===== config.mk =====
export PLATFORM = sky130hd
export DESIGN_NAME = mem_port_arbiter
export DESIGN_NICKNAME = d
export VERILOG_FILES = /design/src/rtl/mem_port_arbiter.sv
export SDC_FILE = /design/constraint.sdc
export NUM_CORES = 1
export LEC_CHECK = 0
export CAP_MARGIN = 10
export CORE_AREA = 2 2 106 108
export CTS_CLUSTER_DIAMETER = 50
export DETAILED_ROUTE_END_ITERATION = 12
export DIE_AREA = 0 0 108 110
export GPL_ROUTABILITY_DRIVEN = 0
export SLEW_MARGIN = 20
export SYNTH_ARGS = -nofsm -noshare
export SYNTH_HDL_FRONTEND = slang
export SYNTH_SLANG_ARGS = --single-unit

===== constraint.sdc =====
create_clock -name clk -period 1.7 [get_ports clk]
set_clock_uncertainty 0.1 [all_clocks]
set_input_delay 0.255 -clock clk [delete_from_list [all_inputs] [get_ports clk]]
set_output_delay 0.255 -clock clk [all_outputs]
set_load 0.05 [all_outputs]

===== src/rtl/mem_port_arbiter.sv =====
// Arbitrates one single-port synchronous SRAM between instruction fetch and data access.
// Data wins by default; a counter bounds how long a waiting fetch can be starved.
module mem_port_arbiter #(
  parameter int unsigned STARVE_LIMIT = 4,
  parameter int unsigned CNT_W        = 3
) (
  input  logic        clk,
  input  logic        reset,
  input  logic        if_req,
  input  logic [31:0] if_addr,
  output logic        if_gnt,
  output logic        if_rvalid,
  output logic [31:0] if_rdata,
  input  logic        dm_req,
  input  logic        dm_we,
  input  logic [31:0] dm_addr,
  input  logic [31:0] dm_wdata,
  input  logic [2:0]  dm_mode,
  input  logic        dm_us,
  output logic        dm_gnt,
  output logic        dm_rvalid,
  output logic [31:0] dm_rdata,
  output logic        sram_en,
  output logic        sram_we,
  output logic [31:0] sram_addr,
  output logic [31:0] sram_wdata,
  output logic [2:0]  sram_mode,
  output logic        sram_us,
  input  logic [31:0] sram_rdata
);

  typedef enum logic [1:0] {OwnNone, OwnIf, OwnDm} owner_e;

  localparam logic [CNT_W-1:0] Limit = CNT_W'(STARVE_LIMIT);

  logic [CNT_W-1:0] starve_cnt_q;
  owner_e           resp_owner_q;
  logic             starve_hit;

  always_comb begin
    starve_hit = if_req && (starve_cnt_q == Limit);
    if_gnt     = !reset && if_req && (!dm_req || starve_hit);
    dm_gnt     = !reset && dm_req && !starve_hit;

    sram_en    = if_gnt || dm_gnt;
    sram_we    = dm_gnt && dm_we;
    sram_addr  = dm_gnt ? dm_addr : (if_gnt ? if_addr : 32'h0);
    sram_wdata = dm_gnt ? dm_wdata : 32'h0;
    sram_mode  = dm_gnt ? dm_mode : 3'b010;
    sram_us    = dm_gnt ? dm_us : 1'b0;

    // Responses still in flight while reset is asserted are dropped.
    if_rvalid  = !reset && (resp_owner_q == OwnIf);
    dm_rvalid  = !reset && (resp_owner_q == OwnDm);
    if_rdata   = if_rvalid ? sram_rdata : 32'h0;
    dm_rdata   = dm_rvalid ? sram_rdata : 32'h0;
  end

  always_ff @(posedge clk) begin
    if (reset) begin
      starve_cnt_q <= '0;
      resp_owner_q <= OwnNone;
    end else begin
      if (dm_gnt && if_req) begin
        if (starve_cnt_q != Limit) starve_cnt_q <= starve_cnt_q + 1'b1;
      end else if (if_gnt || !if_req) begin
        starve_cnt_q <= '0;
      end

      if (if_gnt) begin
        resp_owner_q <= OwnIf;
      end else if (dm_gnt && !dm_we) begin
        resp_owner_q <= OwnDm;
      end else begin
        resp_owner_q <= OwnNone;
      end
    end
  end

endmodule


==> run_results.csv <==
group,metric,value,unit
finish,drive_above_1_share,0.6910,
drt,drt-pass1-iter-count,3,
power_and_ir_drop,total_power,2.000,mW
setup_path,cp.arrival,1.62,ns
power_and_ir_drop,p_sw_frac,0.3856,
yosys,syn_nets,314,
hold_path,hp-class,"in2reg",
setup_path,critPathMaxStageDelay,0.33,ns
floorplan,die_y,110,µm
grt,overflow,0,
finish,final_util,0.6289,
yosys,netlist-cell-type-count,22,
yosys,netlist_top_cells_area,"and2_1, a22o_1, dfxtp_1",
timing,fin_ws,-0.2730,ns
floorplan,die_w,108,µm
clock_tree,cts_sinks,5,
grt,busiest_layer,"met2",
setup_path,cp.required,1.34,ns
power_and_ir_drop,p_sw,0.7712,mW
setup_path,slowest_stage,"dfxtp_2",
drt,wire_per_inst,17.52,µm
timing,tightest_slew,0.2661,ns
clock_tree,cts_buffers,3,
run_status,violations,"setup timing",
grt,grt_pass1_vias,2815,
floorplan,dieArea,11880,µm²
timing,rsz0062_at_grt,"true",
grt,grt_max_degree,30,
clock_tree,cts_buffer_depth,2,
yosys,syn_area,1259,µm²
finish,nNetsFinal,619,
power_and_ir_drop,internal_power,1.229,mW
grt,grt_use_met3,0.05996,
clock_tree,cts_tree,"done",
timing,clock.fmax,506.8,MHz
placed_design,hpwl,8171,µm
floorplan,rows,38,
timing,setup_viol,122,
drt,via_per_inst,4.066,
finish,final_common_cell,"buf_12",
drt,drt-initial-drc-count,51,
flow_run,cap_viol_max_count,0,
timing,layout_min_cycle_time,1.973,ns
finish,syn_to_final_growth,434.5,%
grt,use_met1,0.1439,
finish,antenna-diode-count,0,
yosys,avgSynthCellArea,7.193,µm²
run_status,status,"finished with violations",
power_and_ir_drop,p_leak,2.857,nW
drt,vias,2517,
setup_path,cp.buffers_inverters,5,
clock_tree,htree_levels,1,
clock_tree,root_buffer,"clkbuf_8",
timing,fin_setup_tns,-22.57,ns
yosys,synth-seq-cells,5,
drt,drc,0,
timing,layout_worst_path_cycle_share,1.161,
timing,slew_viol_final,0,
floorplan,ios,275,
setup_path,crit_top_cell,"buf_12",
finish,n_fill_cell,805,
yosys,ys_seq_area_frac,0.07952,
clock_tree,clk_latency,0.22,ns
setup_path,cp_max_fo,7,
setup_path,crit_family,"buffers and inverters",
floorplan,core,10700,µm²
drt,totalWireLength,10850,µm
grt,met2_usage,0.3405,
yosys,syn-instance-count,175,
power_and_ir_drop,clkPwrFrac,0.109,
power_and_ir_drop,p_per_area,297.3,nW/µm²
clock_tree,clk_pin_slew,0.04,ns
setup_path,crit_chain,"inv_2, ha_4, nand3_4, nand3b_4, inv_8, buf_12, clkbuf_16, and2_4, buf_12",
power_and_ir_drop,power_frac_comb,0.829,
setup_path,endpoint_kind,"output port",
setup_path,crit_type,"reg2out",
yosys,ys_warn_count,0,
placed_design,portBuffers,274,
finish,mostFrequentLayoutCells,"buf_12, clkdlybuf4s50_1, and2_4, a22o_4, buf_6",
grt,grt_first_pass_wirelength,14880,µm
timing,hold_violations,0,
floorplan,initial_core_util,0.1177,
power_and_ir_drop,power_frac_seq,0.062,
grt,antenna_found_initial,0,
timing,maxSlewHeadroom,0.8224,
drt,ant_nets,0,
setup_path,start_kind,"register",
yosys,synth_top_area_cell,"and2_1",
yosys,synth_top_area_share,0.4970,
grt,grt_usage,0.1603,
power_and_ir_drop,ir_drop,0.1908,mV
==> final cells by class <==
type / count / area [µm²] / share of cell area
clock buffer: 4 / 45.04 / 0.006695
timing repair buffer: 316 / 4771 / 0.7091
tap: 140 / 175.2 / 0.02604
sequential: 5 / 105.1 / 0.01562
inverter: 3 / 18.77 / 0.002790
multi-input combinational: 151 / 1613 / 0.2397
==> cells in the mapped netlist <==
cell type    n
and2_1     100
a22o_1      32
buf_2        7
dfxtp_1      5
clkbuf_1     4
buf_4        3
nand2b_1     3
and3_1       2
clkbuf_2     2
ha_1         2
inv_1        2
nand2_1      2
nor3b_2      2
a21oi_1      1
a21oi_4      1
inv_2        1
nand3_1      1
nand3b_4     1
nor2_1       1
nor3_1       1
or2_2        1
xnor2_1      1
==> power by group through the flow <==
stage / Clock, mW / Sequential (mW) / Combinational (mW)
global placement: 0 / 0.124 / 1.49
finish: 0.219 / 0.124 / 1.66
detailed placement: 0 / 0.125 / 1.50
CTS: 0.221 / 0.124 / 1.63
floorplan: 0 / 0.124 / 0.596
global route: 0.231 / 0.125 / 1.72
==> layer usage <==
metal	up-vias	wire length, µm
met5	-	0
met4	0	42
met3	2	1271
met2	164	6264
met1	1151	3266
li1	1200	-
==> kinds of logic after synthesis <==
family	synth area share
simple gates	0.5795
fa+ha+maj	0.01988
buf+inv	0.07454
compound gates	0.2396
xor+xnor	0.006960
flops	0.07953
==> per-stage QoR <==
step	worst slack, ns	hold WS, ns	cells	area [µm²]
3_5_place_dp	-0.3726	0.4320	590	5941
5_1_grt	-0.3240	0.3041	619	6728
4_1_cts	-0.2914	0.2731	617	6661
2_1_floorplan	-0.1140	0.2274	175	1536
3_3_place_gp	-0.3700	0.4117	590	5941
6_report	-0.2730	0.2819	619	6728
==> worst min-delay path, cell delays in order <==
cell and delay (ns):
buf_2 0.12, nand2b_4 0.14, a21oi_1 0.04
==> state kept, by name, indices dropped and copies added, names as in the netlist <==
signal and count:
resp_owner_q 2, starve_cnt_q 3
==> path summary, 6_finish.rpt <==
check                                startpoint         endpoint  slack, ns  cells past startpoint
worst max-delay path            starve_cnt_q[1]   sram_wdata[13]      -0.27                      9
worst min-delay path                      reset  resp_owner_q[0]       0.28                      3
worst max register to register  starve_cnt_q[1]  starve_cnt_q[2]       0.16                      9
worst min register to register  starve_cnt_q[0]  starve_cnt_q[0]       0.45                      2
==> timing repair <==
| item | in CTS | in global routing |
|---|---|---|
| gates resized for setup | 115 | 35 |
| gates cloned | 10 | 6 |
| hold buffers | 0 | 0 |
| buffers inserted | 14 | 3 |
| pin swaps | 29 | 18 |
| endpoints found under the setup margin | 138 | 138 |
Note: power is estimated with default switching activity, not from simulation.
